===== src/rtl/ifid_reg_pkg.sv =====
// Shared definitions for the IF/ID pipeline register: bubble encoding, PC step,
// watchdog state encoding and the per-edge update decode.
package ifid_reg_pkg;

  // Encoding placed in the instruction slot on flush and reset.
  localparam logic [31:0] IFID_NOP_INSTR = 32'h0000_0000;

  // Distance between a fetched PC and its PC+4.
  localparam int PC_STEP = 4;

  // Watchdog state encoding (kept as plain constants for older tool flows).
  localparam logic [0:0] WD_RUN     = 1'b0;
  localparam logic [0:0] WD_TRIPPED = 1'b1;

  // What the pipeline slot does on a given edge.
  typedef enum logic [1:0] {
    ACT_LOAD  = 2'd0,
    ACT_HOLD  = 2'd1,
    ACT_FLUSH = 2'd2
  } ifidAct_e;

  // Flush beats hold, and hold beats load.
  function automatic ifidAct_e decodeAct(input logic flush, input logic write);
    ifidAct_e act;
    if (flush) begin
      act = ACT_FLUSH;
    end else if (!write) begin
      act = ACT_HOLD;
    end else begin
      act = ACT_LOAD;
    end
    return act;
  endfunction

endpackage


===== src/rtl/ifid_reg_sat_counter.sv =====
// Saturating up-counter with synchronous clear. It stops at all-ones rather
// than wrapping, so a debug read never confuses a large count with a small one.
module sat_counter #(
  parameter int W = 16
) (
  input  logic         clk,
  input  logic         rst_n,
  input  logic         clr,
  input  logic         inc,
  output logic [W-1:0] cnt
);

  localparam logic [W-1:0] CNT_MAX = '1;

  // Clear wins over a same-cycle increment; increment is ignored at saturation.
  always_ff @(posedge clk or negedge rst_n) begin
    if (!rst_n) begin
      cnt <= '0;
    end else if (clr) begin
      cnt <= '0;
    end else if (inc && (cnt != CNT_MAX)) begin
      cnt <= cnt + W'(1);
    end
  end

endmodule


===== src/rtl/ifid_reg.sv =====
// IF/ID pipeline register. Captures PC+4 and the fetched instruction, honours
// the hazard-unit write enable (stall) and the fetch-stage flush (NOP bubble),
// and keeps stall/flush event counters plus a stuck-stall watchdog for debug.
//
// Watchdog states:
//   state      | meaning
//   -----------+-------------------------------------------------------------
//   WD_RUN     | counting consecutive stall cycles, no error reported
//   WD_TRIPPED | a stall lasted STALL_LIMIT cycles; STALLERR held until clear
module ifid_reg
  import ifid_reg_pkg::*;
#(
  parameter int            DW          = 32,
  parameter logic [DW-1:0] NOP_INSTR   = DW'(IFID_NOP_INSTR),
  parameter int            CW          = 16,
  parameter int            STALL_LIMIT = 64
) (
  input  logic          CLOCK,
  input  logic          RESET,
  input  logic [DW-1:0] IFID_inPC4,
  input  logic [DW-1:0] IFID_inINSTR,
  input  logic          IFID_inWRITE,
  input  logic          IFID_inFLUSH,
  input  logic          IFID_inCNTCLR,
  output logic [DW-1:0] IFID_outPC4,
  output logic [DW-1:0] IFID_outPC,
  output logic [DW-1:0] IFID_outINSTR,
  output logic          IFID_outVALID,
  output logic [CW-1:0] IFID_outSTALLS,
  output logic [CW-1:0] IFID_outFLUSHES,
  output logic          IFID_outSTALLERR
);

  // Consecutive-stall count only needs to reach STALL_LIMIT, where it parks.
  localparam int             SRW       = $clog2(STALL_LIMIT + 1);
  localparam logic [SRW-1:0] RUN_LIMIT = SRW'(STALL_LIMIT);

  ifidAct_e       act;
  logic [DW-1:0]  pc4Q;
  logic [DW-1:0]  instrQ;
  logic           validQ;
  logic [SRW-1:0] stallRun;
  logic [SRW-1:0] stallRunNext;
  logic [0:0]     wdState;
  logic [0:0]     wdNext;

  assign act = decodeAct(IFID_inFLUSH, IFID_inWRITE);

  // Pipeline slot: flush inserts a bubble, hold keeps the slot, load captures.
  always_ff @(posedge CLOCK or negedge RESET) begin
    if (!RESET) begin
      pc4Q   <= '0;
      instrQ <= NOP_INSTR;
      validQ <= 1'b0;
    end else begin
      unique case (act)
        ACT_FLUSH: begin
          pc4Q   <= '0;
          instrQ <= NOP_INSTR;
          validQ <= 1'b0;
        end
        ACT_LOAD: begin
          pc4Q   <= IFID_inPC4;
          instrQ <= IFID_inINSTR;
          validQ <= 1'b1;
        end
        default: begin
          pc4Q   <= pc4Q;
          instrQ <= instrQ;
          validQ <= validQ;
        end
      endcase
    end
  end

  // Event counters; the clear is applied inside so it overrides an increment.
  sat_counter #(.W(CW)) uStallCnt (
    .clk   (CLOCK),
    .rst_n (RESET),
    .clr   (IFID_inCNTCLR),
    .inc   (act == ACT_HOLD),
    .cnt   (IFID_outSTALLS)
  );

  sat_counter #(.W(CW)) uFlushCnt (
    .clk   (CLOCK),
    .rst_n (RESET),
    .clr   (IFID_inCNTCLR),
    .inc   (act == ACT_FLUSH),
    .cnt   (IFID_outFLUSHES)
  );

  // Next consecutive-stall count: grows on hold up to the limit, drops to zero
  // on any load or flush, and clears outright on CNTCLR.
  always_comb begin
    stallRunNext = stallRun;
    if (IFID_inCNTCLR) begin
      stallRunNext = '0;
    end else begin
      unique case (act)
        ACT_HOLD: begin
          if (stallRun != RUN_LIMIT) begin
            stallRunNext = stallRun + SRW'(1);
          end
        end
        default: stallRunNext = '0;
      endcase
    end
  end

  // Watchdog next state: trips on the edge where the run reaches the limit and
  // only CNTCLR (or reset) brings it back.
  always_comb begin
    wdNext = wdState;
    if (IFID_inCNTCLR) begin
      wdNext = WD_RUN;
    end else if ((wdState == WD_RUN) && (stallRunNext == RUN_LIMIT)) begin
      wdNext = WD_TRIPPED;
    end
  end

  // Watchdog registers.
  always_ff @(posedge CLOCK or negedge RESET) begin
    if (!RESET) begin
      stallRun <= '0;
      wdState  <= WD_RUN;
    end else begin
      stallRun <= stallRunNext;
      wdState  <= wdNext;
    end
  end

  assign IFID_outPC4      = pc4Q;
  assign IFID_outINSTR    = instrQ;
  assign IFID_outVALID    = validQ;
  assign IFID_outPC       = validQ ? (pc4Q - DW'(PC_STEP)) : '0;
  assign IFID_outSTALLERR = (wdState == WD_TRIPPED);

endmodule


===== config.mk =====
export PLATFORM = sky130hd
export DESIGN_NAME = ifid_reg
export DESIGN_NICKNAME = d
export VERILOG_FILES = /design/src/rtl/ifid_reg_pkg.sv /design/src/rtl/ifid_reg_sat_counter.sv /design/src/rtl/ifid_reg.sv
export SDC_FILE = /design/constraint.sdc
export NUM_CORES = 1
export LEC_CHECK = 0
export CAP_MARGIN = 20
export CORE_MARGIN = 3
export CORE_UTILIZATION = 41
export DETAILED_ROUTE_END_ITERATION = 12
export GPL_ROUTABILITY_DRIVEN = 0
export GPL_TIMING_DRIVEN = 0
export PLACE_DENSITY_LB_ADDON = 0.2
export SKIP_CTS_REPAIR_TIMING = 1
export SYNTH_ARGS = -nofsm -noshare
export SYNTH_HDL_FRONTEND = slang
export SYNTH_SLANG_ARGS = --single-unit

===== constraint.sdc =====
create_clock -name CLOCK -period 2.3 [get_ports CLOCK]
set_clock_uncertainty 0.2 [all_clocks]
set_input_delay 0.46 -clock CLOCK [delete_from_list [all_inputs] [get_ports CLOCK]]
set_output_delay 0.46 -clock CLOCK [all_outputs]
set_load 0.02 [all_outputs]

## Yosys cells after proc, flatten, opt, wreduce, memory -nomap -nowiden

Index checks and enable logic that the tools add are counted.

| operators by class | value |
|---|---|
| equal/unequal tests | 6 |
| reduce and logical (&&, ||, !) cells | 8 |
| muxes and demuxes | 15 |
| bitwise logic cells | 1 |
| add/subtract/negate cells | 4 |

Operator list:

| kind | count |
|---|---|
| case mux 32 bit (2 select lines) | 2 |
| two-way mux 16 bit | 4 |
| adder 16 x 1 -> 16 bit, second input constant | 2 |
| two-way mux 32 bit | 1 |
| inequality test 16 bit, second input constant | 2 |
| subtractor 32 x 3 -> 32 bit, second input constant | 1 |
| two-way mux 7 bit | 3 |
| nonzero test 2 bit | 4 |
| adder 7 x 1 -> 7 bit, second input constant | 1 |
| equality test 7 bit, second input constant | 1 |
| inequality test 7 bit, second input constant | 1 |
| logical AND 1 bit | 3 |
| two-way mux 1 bit | 3 |
| equality test 2 x 1 -> 1 bit, second input constant | 1 |
| equality test 2 bit, second input constant | 1 |
| logical NOT 2 bit | 1 |
| two-way mux 2 bit | 1 |
| case mux 1 bit (2 select lines) | 1 |
| NOT 1 bit | 1 |

| word-level totals | value |
|---|---|
| register bits after elaboration | 105 |
| input bits | 69 |
| output and inout port bits | 130 |
| word-level logic and storage cells | 41 |

## Longest topological paths before layout

Gate-level depths: netlist of the first run.

| logic depth | value |
|---|---|
| depth in word-level cells | 9 |
| depth in mapped cells | 7 |
| gate-level depth less buffers | 7 |

## Hierarchy

Synthesis of the first run repeated with hierarchy kept, for this count alone.

| second synthesis, totals | value |
|---|---|
| cell total of the unflattened synthesis | 584 |
| area, all modules | 5,763.0 um^2 |

Modules (own cells, without submodules):

| module | seq. area each (um^2) | instances | area an instance (um^2) | cells each |
|---|---|---|---|---|
| ifid_reg | 1,826.8 | 1 | 3,878.7 | 388 |
| sat_counter | 400.4 | 2 | 942.2 | 98 |

## Worst setup path after synthesis of the first run

OpenSTA, ideal clock, no wires.

| path | value |
|---|---|
| path type | reg-to-output |
| from | register pc4Q[6] (netlist: IFID_outPC4[6]) |
| to | output IFID_outPC[31] |
| data arrival time | 2,141 ps |
| path buffers | 0 |
| stages on the path, launching flop included | 6 |
| path slack | -501 ps |
| required time | 1,640 ps |
| path through | dfrtp_1 -> nor4_4 -> nand2_4 -> or4_1 -> or3_1 -> a21boi_1 |

| between the ends | value |
|---|---|
| word-level cells in the longest chain between the ends | 2 |

RTL lines:

| what | RTL line | text |
|---|---|---|
| start, declared | ifid_reg.sv:39 | `logic [DW-1:0] pc4Q;` |
| start signal, assigned | ifid_reg.sv:63 | `pc4Q <= IFID_inPC4;` |
| start signal, assigned | ifid_reg.sv:68 | `pc4Q <= pc4Q;` |
| subtractor 32 x 3 -> 32 bit | ifid_reg.sv:136 | `assign IFID_outPC = validQ ? (pc4Q - DW'(PC_STEP)) : '0;` |
| two-way mux 32 bit | ifid_reg.sv:136 |  |
| end, declared | ifid_reg.sv:26 | `output logic [DW-1:0] IFID_outPC,` |

Every way passes these cells.

## Final worst setup path of the first run

| path | value |
|---|---|
| from | register pc4Q[22] (netlist: IFID_outPC4[22]) |
| to | output IFID_outPC[31] |

The elaborated chain is that of the path after synthesis.

==> metrics, run 1 <==
Wirelength per Cell=17.44 um; gr usage total=between 20% and 30%; Final Critical Period=3.149 ns; Post-synth EDFFs=0; Req. time, crit path=1.64 ns; FF+latch count, synth=105; CTS max path bufs=2; Synth top area share=47.88%; Switching Fraction=27.24%; PortBufs=197; reg2reg start=uStallCnt.cnt[0]; clock-pin slew on the worst setup and hold paths=0.07 ns; hold_sp=IFID_outINSTR[18]; Seq/Total Area, Yosys=47.88%; fmax=317.6 MHz; first-pass GRT wire length=25470 um; final hold viol count=0; Routed Antenna Nets=0; hold endpoint=IFID_outINSTR[18]; CP delay by family, top=simple AND/OR/NAND/NOR gates; Max Slew Vio Count=0; core region area=0.01288 mm2; crit path buf inv count=1; Critical Path Sink Type=primary output; DP Wirelength=11900 um; Comb pwr share=22.3%; count leader, synth=nor2_1; CTS tree=done; DR vias/cell=about 5.2; status=finished with violations; clock network power share=36.2%; fin crit share=136.9%; share of power burned in registers=41.6%; Setup TNS Final=-13.42 ns; Commonest cells post-synth=nor2_1 (110), dfrtp_1 (105), mux2i_1 (65), xor2_1 (33), and2_1 (26); CTS sink cnt=between 100 and 150; Least-Margin Pin Slew=0.7088 ns; Peak supply drop=0.3872 mV; Crit Path Max Fanout=4; failing checks=setup timing; Synth cell types=44; share of post-route cells with drive strength above 1=19.10%; number of global-route vias before repair=between 4000 and 5000; Worst Hold Class=reg -> reg; # diodes=0; Die Height=121.7 um; RSZ-0062 raised after global routing=true; # IOs=199; Setup Crit Path Kind=reg -> out; grt ovf=0; pre-CTS setup slack=-1.070 ns; via count=5090; r2r endpoint=uStallCnt.cnt[15]; Power Internal=approximately 0.0035 W; Syn. warnings=0; hold depth=2; H-tree level count=3; Reg2Reg Setup Slack=~0.1 ns; final worst setup slack=-0.8485 ns; crit path launch type=flip-flop; PwrDens=between 500 and 600 mW/mm2; Syn Area/Cell=roughly 9.9 um2; Crit path largest cell delay=around 0.48 ns; drt first pass iters=4; crit path DAT=2.49 ns; leakage power=3.898 nW; worst-skew pair later-pin latency=0.35 ns; fin nets=between 800 and 900; Layout area overhead=57.48%; slowest CP cell=or4_4; chip width=121.7 um; syn nets=630; commonest register cell after synthesis=dfrtp_1; DR DRC count=0; final setup fails=25; DRT Wirelength=~17000 um; Synth async-reset ratio=100.0%; total CTS buffers=9; die area=0.01481 mm2; reg2reg path depth=6; CP cell instances=nor4_4, nand3b_1, or4_4, or3_4, a21boi_4, buf_6; initial antenna violation count=0; row cnt=41; largest net degree at the start of global routing=55; max-cap viol count=0; Synth area leader=dfrtp_1; Rel. slew slack=52.75%; clock root cell=clkbuf_16; Initial Util=42.62%; Psw=0.001318 W; cells after synthesis=556; synth top area cells=dfrtp_1 (48%), mux2i_1 (12%), nor2_1 (7.5%); Post-Syn Area=0.005488 mm2; DRT iter0 DRCs=242
[logic make-up after synthesis]
family          synth area share (%)
simple gates                   22.96
mux                            12.06
xor+xnor                       7.661
fa+ha+maj                      1.140
flops                          47.88
buf+inv                        2.303
compound gates                 5.996
[layout by cell type, fill, tap and decap left out, drive strengths merged, types with 2 or more instances in the layout]
cell,instances
nand3b,2
dfrtp,105
nor2b,4
a21boi,7
or4,2
nand2,19
a21oi,11
nor4,8
a31oi,2
buf,59
nor2,110
and4,5
nor3,17
dlymetal6s2s,5
o21ai,17
o2111ai,5
nand4,14
or3,14
or2,2
and2,26
nand3,16
nand2b,3
o211ai,3
mux2i,65
xor2,33
clkbuf,34
clkdlybuf4s50,164
clkinv,2
and3,6
ha,5
bufinv,3
inv,8
xnor2,15
[sequential cells by signal, indices dropped and copies added, names as in the netlist]
| register | count |
|---|---|
| uFlushCnt.cnt | 16 |
| IFID_outVALID | 1 |
| IFID_outSTALLERR | 1 |
| IFID_outPC4 | 32 |
| uStallCnt.cnt | 16 |
| stallRun | 7 |
| IFID_outINSTR | 32 |
[cell type report]
class                           instances  area [um2]
Sequential cell                       105        2645
Inverter                                8       30.03
Multi-Input combinational cell        420        3059
Timing Repair Buffer                  228        2233
Clock buffer                           11       232.7
Tap cell                              172       215.2
Clock inverter                          5       103.9
Buffer                                 24       122.6
Fill cell                             998        4234
[worst max-delay path by stage]
stage	from	end	slack [ns]	cells after the start
final	IFID_outPC4[22]	IFID_outPC[31]	-0.85	6
after global routing	IFID_outPC4[22]	IFID_outPC[31]	-0.94	6
after CTS	IFID_outPC4[4]	IFID_outPC[31]	-1.47	6
after detailed placement	IFID_outPC4[4]	IFID_outPC[31]	-1.07	6
after global placement	RESET	IFID_outPC4[24]	-3.81	1
after floorplan	IFID_outPC4[4]	IFID_outPC[31]	-0.35	5
[per-stage QoR]
stage | util (%) | cells | hold slack (ns) | total power, W | cell area [um2]
after floorplan | - | 556 | -0.03559 | 0.002491 | 5630
after global placement | 60.71 | 925 | 0.3007 | 0.002941 | 7818
after detailed placement | 60.91 | 926 | 0.3142 | 0.002965 | 7843
after CTS | 63.52 | 942 | -0.03285 | 0.004725 | 8179
after global routing | 67.12 | 973 | 0.3603 | 0.005034 | 8642
final | 67.12 | 973 | 0.3256 | 0.004837 | 8642
[per-layer routing]
layer,global-route usage (%),vias up,share of wire (%)
met5,0,-,0
met1,27.80,2471,42
li1,-,2411,-
met4,6.583,0,1.3
met2,36.41,186,51
met3,4.225,22,6.1
[power by group through the flow]
stage	sequential, W	combinational [W]	clock [W]
final	0.00201	0.00108	0.00175
after global routing	0.00202	0.00115	0.00186
after CTS	0.00201	0.000927	0.00179
after detailed placement	0.00204	0.000924	0
after global placement	0.00204	0.000904	0
after floorplan	0.00211	0.000380	0
[worst register-to-register path, delay by kind of cell, from the launching register on]
kind	cells	cell delay, ns
and+or+nand+nor	3	0.78
AOI/OAI and AO/OA	2	0.44
DFF	1	0.44
adders and majority gates	1	0.26
Note: power is estimated with default switching activity, not from simulation.
==> inputs of run 2 (changes only) <==
--- a/config.mk
+++ b/config.mk
@@ -6,12 +6,14 @@
 export NUM_CORES = 1
 export LEC_CHECK = 0
 export CAP_MARGIN = 20
+export CORE_ASPECT_RATIO = 0.5
 export CORE_MARGIN = 3
 export CORE_UTILIZATION = 41
 export DETAILED_ROUTE_END_ITERATION = 12
 export GPL_ROUTABILITY_DRIVEN = 0
 export GPL_TIMING_DRIVEN = 0
-export PLACE_DENSITY_LB_ADDON = 0.2
+export PLACE_DENSITY = 0.77
+export REMOVE_ABC_BUFFERS = 1
 export SKIP_CTS_REPAIR_TIMING = 1
 export SYNTH_ARGS = -nofsm -noshare
 export SYNTH_HDL_FRONTEND = slang
==> run 2 against run 1 <==
The flow finishes with violations (hold timing, setup timing). Count of clock-buffer cells in the layout decreased by 2. Critical path depth increased by 2. Total power decreased by 4.8%. Largest power group unchanged. Highest routed layer unchanged.
==> metrics, run 2 (same netlist as run 1, synthesis figures left out) <==
hold slack=-0.03298 ns; CTS tree=done; most frequent cells in the layout=clkdlybuf4s50_1 (162), nor2_1 (106), dfrtp_1 (95), mux2i_1 (65), buf_4 (37); Worst Hold Class=in -> async; final hold viol count=50; Rel. slew slack=between 40% and 50%; fin crit share=134.4%; Initial Util=between 40% and 50%; PortBufs=198; total power=0.004607 W; fin nets=846; Setup Crit Path Kind=reg -> out; DR DRC count=0; crit path DAT=2.43 ns; row cnt=29; grt ovf=0; most common cell after layout, fill and taps aside=clkdlybuf4s50_1; RSZ-0062 raised after global routing=true; final worst setup slack=-0.7919 ns; total CTS buffers=9; status=finished with violations; CTS sink cnt=about 110; pre-CTS setup slack=-1.189 ns; DR vias/cell=just over 5; Crit Path Max Fanout=7; largest net degree at the start of global routing=80; Die Height=87.81 um; Critical Path Sink Type=primary output; first-pass GRT wire length=24790 um; Max Slew Vio Count=0; DRT Wirelength=16110 um; chip width=169.6 um; Post-Place Cells=around 900; final core utilization=65.22%; fmax=323.4 MHz; clock-pin slew on the worst setup and hold paths=0.08 ns; core region area=0.01288 mm2; Final Critical Period=3.092 ns; max-cap viol count=0; H-tree level count=3; clock root cell=clkbuf_16; via count=roughly 4900; Routed Antenna Nets=0; leakage power=roughly 3.8 nW; worst-skew pair later-pin latency=0.34 ns; Layout area overhead=53.08%; PwrDens=~550 mW/mm2; Layout Cells excl Fill=947; Req. time, crit path=1.64 ns; DRT iter0 DRCs=roughly 280; gr usage total=about a fifth; Least-Margin Pin Slew=0.7957 ns; CTS max path bufs=2; die area=0.01489 mm2; Peak supply drop=roughly 0.44 mV; crit path launch type=flip-flop; # IOs=199; DP Wirelength=10950 um; drt first pass iters=4; initial antenna violation count=0; number of global-route vias before repair=4744; failing checks=hold timing, setup timing; share of post-route cells with drive strength above 1=16.09%; # diodes=0; final setup fails=25; layout filler cell count=1037; Wirelength per Cell=17.01 um
-- run 2: report_power, final --
group	total [W]	switching, W	internal, W
Combinational	0.00102	0.000506	0.000510
Clock	0.00158	0.000724	0.000857
Sequential	0.00201	0.0000919	0.00192
-- run 2: per-layer routing --
layer | global-route usage [%] | up-vias | routed length [um] | share of wire (%)
met2 | 37.28 | 108 | 8334 | 52
met1 | 25.94 | 2428 | 6979 | 43
li1 | - | 2367 | - | -
met4 | 5.045 | 0 | 228 | 1.4
met5 | 0 | - | 0 | 0
met3 | 3.427 | 19 | 565 | 3.5
-- run 2: stage by stage --
step                setup TNS, ns  hold WS (ns)  cell area, um2
floorplan                  -5.667      -0.03559            5391
global placement          -647.16        0.3042            7586
detailed placement         -26.22        0.3134            7649
CTS                        -35.82      -0.01485            7953
global route               -16.76       0.01287            8401
finish                     -13.97      -0.03298            8401
-- run 2: path summary, 6_finish.rpt --
check	endpoint	cells past startpoint	from	slack [ns]
worst max-delay path	IFID_outPC[30]	8	IFID_outPC4[8]	-0.79
worst min-delay path	IFID_outPC4[21]	1	RESET	-0.03
worst max register to register	uStallCnt.cnt[15]	6	uStallCnt.cnt[0]	0.16
worst min register to register	IFID_outINSTR[9]	2	IFID_outINSTR[9]	0.33
max in group asynchronous	IFID_outPC4[5]	2	RESET	1.22
min in group CLOCK	IFID_outINSTR[9]	2	IFID_outINSTR[9]	0.33
-- run 2: final cells by class --
type                    count  area (um2)  share of cell area (%)
multi-input cells         419        2965                   35.30
repair buffers            229        2246                   26.74
flip-flops and latches    105        2643                   31.46
well taps                 170       212.7                   2.532
inverters                   8       30.03                  0.3575
clock inverters             7       78.83                  0.9383
clock buffers               9       225.2                   2.681
-- run 2: critical path, cell delays in order, from the launching register on --
cell      delay (ns)
dfrtp_2         0.46
nor4_4          0.37
buf_4           0.16
nand4_1         0.12
buf_6           0.18
nor4_2          0.30
xor2_1          0.19
and2_1          0.14
clkbuf_2        0.16
